==> src/rtl/load_store_unit_if.sv <==
// rtl/load_store_unit_if.sv - request/response and data-RAM signal bundle for load_store_unit
interface load_store_unit_if;
    logic        req_valid;
    logic        req_ready;
    logic        req_we;
    logic [1:0]  req_size;
    logic        req_unsigned;
    logic [31:0] req_addr;
    logic [31:0] req_wdata;
    logic        resp_valid;
    logic [31:0] resp_rdata;
    logic        resp_err;
    logic [31:0] mem_addr;
    logic [31:0] mem_wdata;
    logic        mem_we;
    logic        mem_re;
    logic [31:0] mem_rdata;

    // master: pipeline MEM stage plus data RAM surrounding the unit
    modport master (
        output req_valid, req_we, req_size, req_unsigned, req_addr, req_wdata, mem_rdata,
        input  req_ready, resp_valid, resp_rdata, resp_err, mem_addr, mem_wdata, mem_we, mem_re
    );

    modport slave (
        input  req_valid, req_we, req_size, req_unsigned, req_addr, req_wdata, mem_rdata,
        output req_ready, resp_valid, resp_rdata, resp_err, mem_addr, mem_wdata, mem_we, mem_re
    );
endinterface

==> src/rtl/load_store_unit.sv <==
// rtl/load_store_unit.sv - load/store controller with RMW sub-word stores; LSU_ALIGN_CHECK_EN enables misalignment errors
module load_store_unit #(
    parameter int MEM_SIZE = 32
) (
    input  logic            clk,
    input  logic            reset,
    load_store_unit_if.slave bus
);

    typedef enum logic [1:0] {IDLE, RD, WR, DONE} state_t;

    localparam logic [29:0] MEM_WORDS = 30'(MEM_SIZE);

    state_t      state_q, state_d;
    logic        we_q, uns_q;
    logic [1:0]  size_q, lane_q;
    logic [31:0] wdata_q;
    logic [31:0] mem_addr_q, mem_addr_d;
    logic [31:0] mem_wdata_q, mem_wdata_d;
    logic        mem_we_q, mem_we_d;
    logic        mem_re_q, mem_re_d;
    logic        resp_valid_q, resp_valid_d;
    logic        resp_err_q, resp_err_d;
    logic [31:0] resp_rdata_q, resp_rdata_d;

    logic accept, req_err, err_range, err_size, err_align;

    function automatic logic [31:0] load_extend(input logic [31:0] word, input logic [1:0] size,
                                                input logic [1:0] lane, input logic uns);
        logic [7:0]  b;
        logic [15:0] h;
        logic [31:0] r;
        case (lane)
            2'd0:    b = word[7:0];
            2'd1:    b = word[15:8];
            2'd2:    b = word[23:16];
            default: b = word[31:24];
        endcase
        h = lane[1] ? word[31:16] : word[15:0];
        case (size)
            2'b00:   r = {{24{~uns & b[7]}}, b};
            2'b01:   r = {{16{~uns & h[15]}}, h};
            default: r = word;
        endcase
        return r;
    endfunction

    function automatic logic [31:0] store_merge(input logic [31:0] word, input logic [31:0] wdata,
                                                input logic [1:0] size, input logic [1:0] lane);
        logic [31:0] r;
        r = word;
        if (size == 2'b00) begin
            case (lane)
                2'd0:    r[7:0]   = wdata[7:0];
                2'd1:    r[15:8]  = wdata[7:0];
                2'd2:    r[23:16] = wdata[7:0];
                default: r[31:24] = wdata[7:0];
            endcase
        end else if (lane[1]) begin
            r[31:16] = wdata[15:0];
        end else begin
            r[15:0] = wdata[15:0];
        end
        return r;
    endfunction

    assign accept    = (state_q == IDLE) && bus.req_valid;
    assign err_range = (bus.req_addr[31:2] >= MEM_WORDS);
    assign err_size  = (bus.req_size == 2'b11);
`ifdef LSU_ALIGN_CHECK_EN
    assign err_align = ((bus.req_size == 2'b01) && bus.req_addr[0]) ||
                       ((bus.req_size == 2'b10) && (bus.req_addr[1:0] != 2'b00));
`else
    assign err_align = 1'b0;
`endif
    assign req_err   = err_range || err_size || err_align;

    always_ff @(posedge clk) begin
        if (reset) state_q <= IDLE;
        else       state_q <= state_d;
    end

    always_comb begin
        state_d = state_q;
        case (state_q)
            IDLE: begin
                if (bus.req_valid) begin
                    if (req_err)                   state_d = DONE;
                    else if (!bus.req_we)          state_d = RD;
                    else if (bus.req_size == 2'b10) state_d = WR;
                    else                           state_d = RD;
                end
            end
            RD:      state_d = we_q ? WR : DONE;
            WR:      state_d = DONE;
            default: state_d = IDLE;
        endcase
    end

    // Outputs are computed from the upcoming state so every enable leaves a flop as a clean pulse
    always_comb begin
        mem_re_d     = (state_d == RD);
        mem_we_d     = (state_d == WR);
        resp_valid_d = (state_d == DONE);
        resp_err_d   = (state_q == IDLE) && (state_d == DONE);
        resp_rdata_d = '0;
        if (state_q == RD && state_d == DONE)
            resp_rdata_d = load_extend(bus.mem_rdata, size_q, lane_q, uns_q);
        mem_wdata_d = mem_wdata_q;
        if (state_q == IDLE && state_d == WR)
            mem_wdata_d = bus.req_wdata;
        else if (state_q == RD && state_d == WR)
            mem_wdata_d = store_merge(bus.mem_rdata, wdata_q, size_q, lane_q);
        mem_addr_d = accept ? {2'b00, bus.req_addr[31:2]} : mem_addr_q;
    end

    always_ff @(posedge clk) begin
        if (reset) begin
            we_q         <= 1'b0;
            uns_q        <= 1'b0;
            size_q       <= 2'b00;
            lane_q       <= 2'b00;
            wdata_q      <= '0;
            mem_addr_q   <= '0;
            mem_wdata_q  <= '0;
            mem_we_q     <= 1'b0;
            mem_re_q     <= 1'b0;
            resp_valid_q <= 1'b0;
            resp_err_q   <= 1'b0;
            resp_rdata_q <= '0;
        end else begin
            if (accept) begin
                we_q    <= bus.req_we;
                uns_q   <= bus.req_unsigned;
                size_q  <= bus.req_size;
                lane_q  <= bus.req_addr[1:0];
                wdata_q <= bus.req_wdata;
            end
            mem_addr_q   <= mem_addr_d;
            mem_wdata_q  <= mem_wdata_d;
            mem_we_q     <= mem_we_d;
            mem_re_q     <= mem_re_d;
            resp_valid_q <= resp_valid_d;
            resp_err_q   <= resp_err_d;
            resp_rdata_q <= resp_rdata_d;
        end
    end

    assign bus.req_ready  = (state_q == IDLE);
    assign bus.resp_valid = resp_valid_q;
    assign bus.resp_err   = resp_err_q;
    assign bus.resp_rdata = resp_rdata_q;
    assign bus.mem_addr   = mem_addr_q;
    assign bus.mem_wdata  = mem_wdata_q;
    assign bus.mem_we     = mem_we_q;
    assign bus.mem_re     = mem_re_q;

endmodule

==> src/flat_wrapper.sv <==
// flat-port wrapper written by rule: the top's interface ports become plain ports
module load_store_unit_flat 
#(
    parameter int MEM_SIZE = 32
)
  (clk, reset, bus_req_valid, bus_req_we, bus_req_size, bus_req_unsigned, bus_req_addr, bus_req_wdata, bus_mem_rdata, bus_req_ready, bus_resp_valid, bus_resp_rdata, bus_resp_err, bus_mem_addr, bus_mem_wdata, bus_mem_we, bus_mem_re);
  load_store_unit_if bus_i ();
  input  logic clk;
  input  logic reset;
  input wire logic [$bits(bus_i.req_valid)-1:0] bus_req_valid;
  input wire logic [$bits(bus_i.req_we)-1:0] bus_req_we;
  input wire logic [$bits(bus_i.req_size)-1:0] bus_req_size;
  input wire logic [$bits(bus_i.req_unsigned)-1:0] bus_req_unsigned;
  input wire logic [$bits(bus_i.req_addr)-1:0] bus_req_addr;
  input wire logic [$bits(bus_i.req_wdata)-1:0] bus_req_wdata;
  input wire logic [$bits(bus_i.mem_rdata)-1:0] bus_mem_rdata;
  output wire logic [$bits(bus_i.req_ready)-1:0] bus_req_ready;
  output wire logic [$bits(bus_i.resp_valid)-1:0] bus_resp_valid;
  output wire logic [$bits(bus_i.resp_rdata)-1:0] bus_resp_rdata;
  output wire logic [$bits(bus_i.resp_err)-1:0] bus_resp_err;
  output wire logic [$bits(bus_i.mem_addr)-1:0] bus_mem_addr;
  output wire logic [$bits(bus_i.mem_wdata)-1:0] bus_mem_wdata;
  output wire logic [$bits(bus_i.mem_we)-1:0] bus_mem_we;
  output wire logic [$bits(bus_i.mem_re)-1:0] bus_mem_re;
  assign bus_i.req_valid = bus_req_valid;
  assign bus_i.req_we = bus_req_we;
  assign bus_i.req_size = bus_req_size;
  assign bus_i.req_unsigned = bus_req_unsigned;
  assign bus_i.req_addr = bus_req_addr;
  assign bus_i.req_wdata = bus_req_wdata;
  assign bus_i.mem_rdata = bus_mem_rdata;
  assign bus_req_ready = bus_i.req_ready;
  assign bus_resp_valid = bus_i.resp_valid;
  assign bus_resp_rdata = bus_i.resp_rdata;
  assign bus_resp_err = bus_i.resp_err;
  assign bus_mem_addr = bus_i.mem_addr;
  assign bus_mem_wdata = bus_i.mem_wdata;
  assign bus_mem_we = bus_i.mem_we;
  assign bus_mem_re = bus_i.mem_re;
  load_store_unit #(.MEM_SIZE(MEM_SIZE)) u_core (.clk(clk), .reset(reset), .bus(bus_i));
endmodule
==> config.mk <==
export PLATFORM = sky130hd
export DESIGN_NAME = load_store_unit_flat
export DESIGN_NICKNAME = d
export VERILOG_FILES = /design/src/rtl/load_store_unit_if.sv /design/src/rtl/load_store_unit.sv /design/src/flat_wrapper.sv
export SDC_FILE = /design/constraint.sdc
export NUM_CORES = 1
export LEC_CHECK = 0
export ABC_AREA = 1
export CORE_ASPECT_RATIO = 1.75
export CORE_MARGIN = 8
export CORE_UTILIZATION = 42
export CTS_BUF_LIST = sky130_fd_sc_hd__clkbuf_16
export DETAILED_ROUTE_END_ITERATION = 8
export PLACE_DENSITY = 0.77
export SLEW_MARGIN = 20
export SYNTH_ARGS = -nofsm -noshare
export SYNTH_HDL_FRONTEND = slang
export SYNTH_SLANG_ARGS = --single-unit
==> constraint.sdc <==
create_clock -name clk -period 1.9 [get_ports clk]
set_input_delay 0.38 -clock clk [delete_from_list [all_inputs] [get_ports clk]]
set_output_delay 0.38 -clock clk [all_outputs]
set_load 0.1 [all_outputs]
# Word level (Yosys, flattened, before mapping)
# Index checks and enable logic that the tools add are counted.
# totals
input_bits,103
register_bits,122
word_cells,59
out_inout_bits,101
# classes
n_lt_le_gt_ge,1
muxes,19
n_eq_ne,10
reduce_logical,12
bitwise,4
# ops
op,n
32-bit two-way mux,3
32-bit one-hot mux with 2 select lines,1
16-bit two-way mux,3
8-bit two-way mux,5
30-bit by 6-bit greater-or-equal comparator with 1-bit output (second input constant),1
8-bit one-hot mux with 3 select lines,1
2-bit equality test (second input constant),6
2-bit by 1-bit equality test with 1-bit output (second input constant),4
2-bit two-way mux,4
2-bit logical NOT,3
2-bit one-hot mux with 3 select lines,1
1-bit logical AND,5
3-bit OR reduction,1
1-bit bitwise AND,2
1-bit NOT,2
2-bit nonzero test,1
2-bit OR reduction,1
1-bit logical OR,1
1-bit two-way mux,1

# Logic depth before layout (Yosys ltp)
# Gate-level depths: netlist of run 1.
# logic_depth
word_depth,11
mapped_depth,14
mapped_depth_nobuf,13

# Worst setup path before layout of run 1
# Ideal clock, no wire load.
# synth_path
kind,reg2reg
from,reg u_core.state_q[0]
to,reg u_core.mem_wdata_q[10] (netlist: u_core.bus.mem_wdata[10])
synth_period_minus_slack_ps,2631
setup_time_ps,112
required_time_ps,1788
path_buffers,2
stages_incl_launch_ff,14
setup_slack_ps,-731
arrival_ps,2519
cell_sequence,dfxtp_1 inv_1 ha_1 buf_4 nand2_2 inv_2 o21ai_1 nand2_1 nand2_1 nor2_4 buf_2 o211ai_1 nor2_1 nor2_1
# synth_between
elab_chain_cells,5
word_cells_on_any_way,10
classes_between,eq/ne: 3; mux: 3; reduce/logical: 4
# synth_lines
item,line,source
from (decl),load_store_unit.sv:14,"state_t state_q, state_d;"
from (signal assigned),load_store_unit.sv:80,else state_q <= state_d;
2-bit logical NOT (*),--,
via bus_req_ready,flat_wrapper.sv:17,output wire logic [$bits(bus_i.req_ready)-1:0] bus_req_ready;
2-bit one-hot mux with 3 select lines,load_store_unit.sv:85,case (state_q)
2-bit equality test,"load_store_unit.sv:110, load_store_unit.sv:112",
"1-bit logical AND, on equally long branches","load_store_unit.sv:110, load_store_unit.sv:112",
32-bit two-way mux / 2-bit nonzero test (equally long branches),--,
to (signal assigned),load_store_unit.sv:140,mem_wdata_q <= mem_wdata_d;
to (decl),load_store_unit.sv:19,"logic [31:0] mem_wdata_q, mem_wdata_d;"
# The timed path passes the listed nets; every way through them passes the cells marked *.
# A chain may end at the register's enable or synchronous reset.

# Worst setup path after layout of run 1
# layout_path
from,reg u_core.state_q[0]
to,reg u_core.resp_rdata_q[3] (netlist: u_core.bus.resp_rdata[3])
# layout_between
elab_chain_cells,6
word_cells_on_any_way,9
classes_between,eq/ne: 3; mux: 2; bitwise: 1; reduce/logical: 3
# layout_lines
item,line,source
"2-bit equality test, or another cell as far along",load_store_unit.sv:85,
2-bit one-hot mux with 3 select lines,load_store_unit.sv:85,
2-bit equality test,load_store_unit.sv:107,if (state_q == RD && state_d == DONE)
1-bit logical AND (*),load_store_unit.sv:107,
1-bit NOT (no line) (*),--,
2-bit OR reduction (no line) (*),--,
to (signal assigned),load_store_unit.sv:145,resp_rdata_q <= resp_rdata_d;
to (decl),load_store_unit.sv:24,"logic [31:0] resp_rdata_q, resp_rdata_d;"
# Every way passes the cells marked *; elsewhere a longest branch is shown, timed or not.

==> results of run 1 <==
[cells by family after synthesis]
logic type,Yosys count,synth area share
AOI/OAI and AO/OA,280,0.251
adders and majority gates,4,0.00795
buffers and inverters,179,0.113
DFF,122,0.388
other,1,0.000596
and+or+nand+nor,390,0.239
[power groups by stage]
| stage | sequential, W | combinational, W | clock (W) |
|---|---|---|---|
| floorplan | 0.00800 | 0.00460 | 0 |
| global placement | 0.00397 | 0.0126 | 0 |
| detailed placement | 0.00399 | 0.0127 | 0 |
| CTS | 0.00394 | 0.0133 | 0.00327 |
| global route | 0.00404 | 0.0149 | 0.00338 |
| finish | 0.00396 | 0.0141 | 0.00324 |
[worst paths after layout]
kind	cells past startpoint	end	slack, ns
hold / removal	3	u_core.bus.mem_addr[26]	0.23
setup reg to reg	12	u_core.bus.resp_rdata[3]	-0.004
hold reg to reg	2	u_core.bus.mem_addr[8]	0.48
setup / recovery	12	u_core.bus.resp_rdata[3]	-0.004
[tightest hold or removal path: stages]
cell      delay [ns]
clkbuf_2        0.09
o21ai_0         0.07
nor2_1          0.08
[cell type report]
class | instances | area [sq um]
clock buffer | 17 | 425
clock inverter | 14 | 158
multi-input combinational | 676 | 3410
timing repair buffer | 289 | 3170
tap | 183 | 229
sequential | 122 | 2450
inverter | 114 | 435
fill | 1248 | 4490
[flip-flops by register name, summed over array words and instances, names as in the netlist, 2 cells and up]
signal,count
u_core.bus.mem_addr,30
u_core.bus.mem_wdata,32
u_core.bus.resp_rdata,32
u_core.lane_q,2
u_core.size_q,2
u_core.state_q,2
u_core.wdata_q,16
[synthesized netlist by cell type (all sizes together)]
master / number / area share
ha: 4 / 0.0080
nor3: 3 / 0.0024
conb: 1 / 0.00060
nand2: 159 / 0.096
or2: 2 / 0.0020
nand3: 3 / 0.0024
nand3b: 1 / 0.0012
clkbuf: 42 / 0.025
a21oi: 87 / 0.069
nor2: 222 / 0.13
inv: 114 / 0.068
o31ai: 1 / 0.0012
o21ai: 127 / 0.10
buf: 23 / 0.020
a221oi: 1 / 0.0014
dfxtp: 122 / 0.39
o22ai: 2 / 0.0020
a22oi: 23 / 0.027
a32o: 7 / 0.011
o211ai: 32 / 0.038
[through the flow]
step | cells | power (W) | area (sq um) | hold WS (ns) | setup WS (ns)
floorplan | 977 | 0.0126 | 6360 | 0.430 | -0.0606
global placement | 1358 | 0.0166 | 9190 | 0.460 | -0.525
detailed placement | 1358 | 0.0167 | 9190 | 0.469 | -0.537
CTS | 1399 | 0.0205 | 9890 | 0.338 | 0.000552
global route | 1415 | 0.0224 | 10300 | 0.244 | -0.0911
finish | 1415 | 0.0213 | 10300 | 0.229 | -0.00359
[metal layers]
metal / track usage / share of wire
met5: 0 / 0
met4: 0.177 / 0.066
met3: 0.0589 / 0.068
met2: 0.469 / 0.54
met1: 0.242 / 0.33
[timing repair]
item	CTS	global route
gates resized for setup	37	104
cloned	2	4
hold buffers	0	0
endpoints found under the setup margin	64	64
buffers inserted	8	13
pin swaps	9	42
==> implementation parameters, run 1 <==
Parameter                              Value

Outcome
  Violations in the final reports ... negative setup slack
  Outcome ... complete, but fails checks

Floorplanning
  IO Count ... 204
  DIE AREA ... 19300 sq um
  Horizontal die dimension ... 109 microns
  Initial Utilization ... 0.426
  Die Height ... 178 microns
  Placement row count ... 59
  CORE AREA ... 14800 sq um

Clocking
  Clock Tree Root ... clkbuf_16
  Max H-tree Level ... 4
  Max Buffers Root-to-Sink ... 2
  Inserted Clock Buffers ... 17
  Clock Sinks ... 122
  Clk pin slew, worst setup/hold paths ... 0.06 ns
  Clock latency reported for the late side of the worst-skew pair ... 0.42 ns
  TritonCTS clock tree ... built

Timing
  Achievable Freq ... 0.525 GHz
  Final Hold Vio Count ... 0
  Final count of pins violating max slew ... 0
  Setup repair after global routing missed its margin ... yes
  Time the worst path needs with I/O delays and setup ... 1.90 ns
  Portion of the clock cycle consumed by the worst path in the final layout ... 1.00
  Slew headroom ... 0.570
  Aggregate negative setup slack ... -0.00865 ns
  Final count of negative-setup-slack endpoints ... 4
  Setup slack after layout ... -0.00359 ns
  Maximum clock skew at final layout ... 0.00997 ns
  Transition time of the tightest slew-check pin ... 0.644 ns

Setup path
  CP arrival ... 2.25 ns
  Data required time of the critical path ... 2.25 ns
  Type of the setup path with the least slack ... reg2reg
  CP Launch Point ... u_core.state_q[0]
  Maximum fanout count along the critical path ... 8
  Max stage delay cell, worst path ... dfxtp_4
  R2r startpoint ... u_core.state_q[0]
  Family with the most delay on the worst path ... simple AND/OR/NAND/NOR gates
  Slowest cell delay on critical path ... 0.36 ns
  Kind of end point of the critical path ... flip-flop
  Worst Setup Start Kind ... flip-flop
  Sum of buffers and inverters on the critical path ... 4
  Cells traversed along the worst timing path ... inv_4 > ha_4 > inv_4 > a21oi_2 > nand2_1 > nand2_2 > buf_6 > nand2_4 > nor2_4 > nand3_4 > clkbuf_16 > a21oi_4
  Worst path most repeated cell ... inv_4

Drt
  Drt total wl ... 25.7 mm
  ANT nets after route ... 0
  Via count of the routed design ... 7516
  Detailed-router iteration count before antenna repair ... 5
  DRC Markers ... 0
  Drt via density ... 5.31
  Initial DRC Count ... 520
  Average routed wire per standard cell ... 18.1 microns

Layout
  Final-stage net count ... 1327
  Syn-to-layout area delta ... 63.2%
  Fraction of final layout cells sized beyond drive strength 1 ... 0.244
  Commonest non-fill, non-tap cell in the layout ... nor2_1
  Commonest non-fill, non-tap cells in the layout ... nor2_1, nand2_1, o21ai_0
  Final core occ ... 0.696
  Inserted Diodes ... 0

Place
  # port buffers ... 201
  Routability-driven placement congestion ratio ... 0.956
  Estimated wirelength of the detail-placed design ... 18.6 mm

Pwr
  Internal power summed over all cells ... 0.0101 W
  Total net switching power ... 0.0112 W
  Clock network power share ... 0.152
  Sequential Power Share ... 0.186
  PwrDens ... 2070 nW/um^2
  Fraction of power spent switching nets ... 0.524
  Maximum resistive drop on vdd ... 1.46 mV
  Fraction of power consumed by combinational cells ... 0.662
  Leakage power ... 4.72 nW

Global routing
  Largest net degree at the start of global routing ... 55
  GRT Residual Overflow ... 0
  Vias in the first global route ... 7417
  Global-route wire length before repair ... 38.1 mm
  Number of antenna violations at the first check in global routing ... 0
  GRT Resource Usage Total ... 0.256

Synth
  Unique cell type count in the Yosys netlist ... 29
  Avg Cell Area, Syn ... 6.45 sq um
  Post-synth design cell area ... 6290 sq um
  Count of warnings emitted by yosys ... 0
  Post-synthesis instance total ... 976
  Register area share after synthesis ... 0.388
  Seq cells post-synth ... 122

Min path
  Type of the tightest min-delay check ... in2reg
  Launch instance of the worst min-delay path ... bus_req_addr[28]

Flow run
  Number of max-cap violations ... 0
(Power assumes the default switching activity.)
==> run 2, diff against run 1 <==
CORE_ASPECT_RATIO = unset   (was 1.75)
SKIP_LAST_GASP = 1   (was unset)
==> implementation parameters, run 2 (synthesis gave the netlist of run 1 again) <==
Parameter                              Value

Timing
  Transition time of the tightest slew-check pin ... 0.700 ns
  Time the worst path needs with I/O delays and setup ... 1.83 ns
  Final Hold Vio Count ... 0
  Slew headroom ... 0.533
  Maximum clock skew at final layout ... 0.00773 ns
  Final count of pins violating max slew ... 0
  Worst hold-check slack ... 0.243 ns
  Final count of negative-setup-slack endpoints ... 0
  Achievable Freq ... 0.545 GHz
  Portion of the clock cycle consumed by the worst path in the final layout ... 0.965
  Setup slack after layout ... 0.0668 ns

Global routing
  GRT Residual Overflow ... 0
  Largest net degree at the start of global routing ... 55
  Global-route wire length before repair ... 35.8 mm
  GRT Resource Usage Total ... 0.228
  Vias in the first global route ... 6838
  Number of antenna violations at the first check in global routing ... 0

Clocking
  Clock Sinks ... 122
  Clock Tree Root ... clkbuf_16
  TritonCTS clock tree ... built
  Clk pin slew, worst setup/hold paths ... 0.06 ns
  Max Buffers Root-to-Sink ... 2
  Clock latency reported for the late side of the worst-skew pair ... 0.42 ns
  Inserted Clock Buffers ... 17
  Max H-tree Level ... 4
  Count of hold-fix buffers inserted at cts ... 0

Setup path
  Kind of end point of the critical path ... flip-flop
  Cells traversed along the worst timing path ... inv_2 > ha_1 > a21oi_2 > nand2_2 > nor2_4 > buf_12 > nand2_4 > clkbuf_16 > nand2_1 > nand2_1 > nor2_1
  Maximum fanout count along the critical path ... 16
  Max stage delay cell, worst path ... dfxtp_2
  Worst path most repeated cell ... nand2_1
  CP arrival ... 2.19 ns
  Data required time of the critical path ... 2.26 ns
  Slowest cell delay on critical path ... 0.37 ns
  Family with the most delay on the worst path ... simple AND/OR/NAND/NOR gates
  Worst Setup Start Kind ... flip-flop
  Capture point of the worst reg-to-reg path ... u_core.bus.mem_wdata[5]
  Type of the setup path with the least slack ... reg2reg
  Worst-case register-to-register setup slack ... 0.07 ns
  Sum of buffers and inverters on the critical path ... 3
  R2r startpoint ... u_core.state_q[1]
  Depth of the worst register-to-register path ... 11

Layout
  Final core occ ... 0.667
  Syn-to-layout area delta ... 54.6%
  Final-stage net count ... 1297
  Commonest non-fill, non-tap cell in the layout ... nor2_1
  Fraction of final layout cells sized beyond drive strength 1 ... 0.186
  Commonest non-fill, non-tap cells in the layout ... nor2_1, nand2_1, o21ai_0

Drt
  Via count of the routed design ... 7230
  ANT nets after route ... 0
  Initial DRC Count ... 723
  Drt total wl ... 23.4 mm
  DRC Markers ... 0
  Drt via density ... 5.21
  Average routed wire per standard cell ... 16.9 microns
  Detailed-router iteration count before antenna repair ... 6

Floorplanning
  Die Height ... 138 microns
  CORE AREA ... 14600 sq um
  Initial Utilization ... 0.431
  IO Count ... 204
  DIE AREA ... 19200 sq um
  Horizontal die dimension ... 138 microns
  Placement row count ... 44

Pwr
  Fraction of power spent switching nets ... 0.534
  Fraction of power consumed by combinational cells ... 0.645
  Clock network power share ... 0.162
  Internal power summed over all cells ... 0.00944 W
  Total net switching power ... 0.0108 W
  Sequential Power Share ... 0.193
  PwrDens ... 2080 nW/um^2
  Leakage power ... 4.70 nW
  Maximum resistive drop on vdd ... 1.37 mV

Place
  Estimated wirelength of the detail-placed design ... 16.8 mm
  Routability-driven placement congestion ratio ... 0.915
  Worst Setup Slack post-DPL ... -0.421 ns
  # port buffers ... 201

Min path
  Min-Delay Path Depth ... 3
  Type of the tightest min-delay check ... in2reg
  Endpoint of the worst hold path ... u_core.bus.mem_addr[14]
  Launch instance of the worst min-delay path ... bus_req_addr[16]

Outcome
  Outcome ... complete, no violations

Flow run
  Number of max-cap violations ... 0
run 2: changes by cell type in the layout (fill, tap and decap cells not counted), sizes merged:
cell and delta:
buf -30, bufinv -1, clkbuf -12, clkdlybuf4s15 -5, clkdlybuf4s50 +2, clkinv -1, diode +1, dlygate4sd2 -7
dlymetal6s2s +22, inv +3
run 2: area by class of cell:
type / instances / area (sq um)
Timing Repair Buffer: 259 / 2820
Sequential cell: 122 / 2450
Clock inverter: 15 / 166
Fill cell: 1261 / 4860
Multi-Input combinational cell: 676 / 3210
Antenna cell: 1 / 2.50
Tap cell: 184 / 230
Clock buffer: 17 / 425
Inverter: 114 / 430
run 2: repair_timing:
item                       CTS  global route
resized for setup            0            45
setup endpoints to repair    0            64
setup buffers                0             6
run 2: layer usage:
metal | routed length (microns) | global-route usage | part of all wire | vias up
met3 | 2130 | 0.0788 | 0.091 | 46
li1 | - | - | - | 3563
met2 | 11400 | 0.380 | 0.48 | 336
met5 | 0 | 0 | 0 | -
met1 | 9400 | 0.266 | 0.40 | 3285
met4 | 533 | 0.0778 | 0.023 | 0
run 2: worst max path at each step:
stage | startpoint | end | slack [ns] | cells after the start
after CTS | bus_req_addr[29] | u_core.bus.mem_wdata[26] | 0.006 | 14
after floorplan | u_core.state_q[1] | u_core.bus.mem_wdata[10] | -0.06 | 14
after detailed placement | bus_req_addr[29] | u_core.bus.mem_wdata[11] | -0.42 | 14
after global placement | bus_req_addr[30] | u_core.bus.mem_wdata[7] | -0.36 | 14
after global routing | u_core.state_q[0] | u_core.bus.mem_wdata[5] | -0.08 | 14
final | u_core.state_q[1] | u_core.bus.mem_wdata[5] | 0.07 | 11
run 2: stage by stage:
stage / power (W) / cell area, sq um / std cells / setup TNS [ns]
6_report: 0.0203 / 9730 / 1388 / 0
3_5_place_dp: 0.0163 / 8880 / 1345 / -23.18
2_1_floorplan: 0.0126 / 6360 / 977 / -1.82
4_1_cts: 0.0196 / 9480 / 1377 / 0
5_1_grt: 0.0213 / 9730 / 1387 / -0.265
3_3_place_gp: 0.0161 / 8880 / 1345 / -19.51
run 2: power groups by stage:
stage               Combinational [W]  Sequential, W  Clock [W]
floorplan                     0.00460        0.00800          0
global placement               0.0122        0.00393          0
detailed placement             0.0123        0.00396          0
CTS                            0.0124        0.00391    0.00331
global route                   0.0139        0.00399    0.00344
finish                         0.0131        0.00391    0.00329
run 2: tightest hold or removal path, cell delays in order:
cell            delay (ns)
dlymetal6s2s_1        0.09
inv_1                 0.05
a21oi_1               0.11
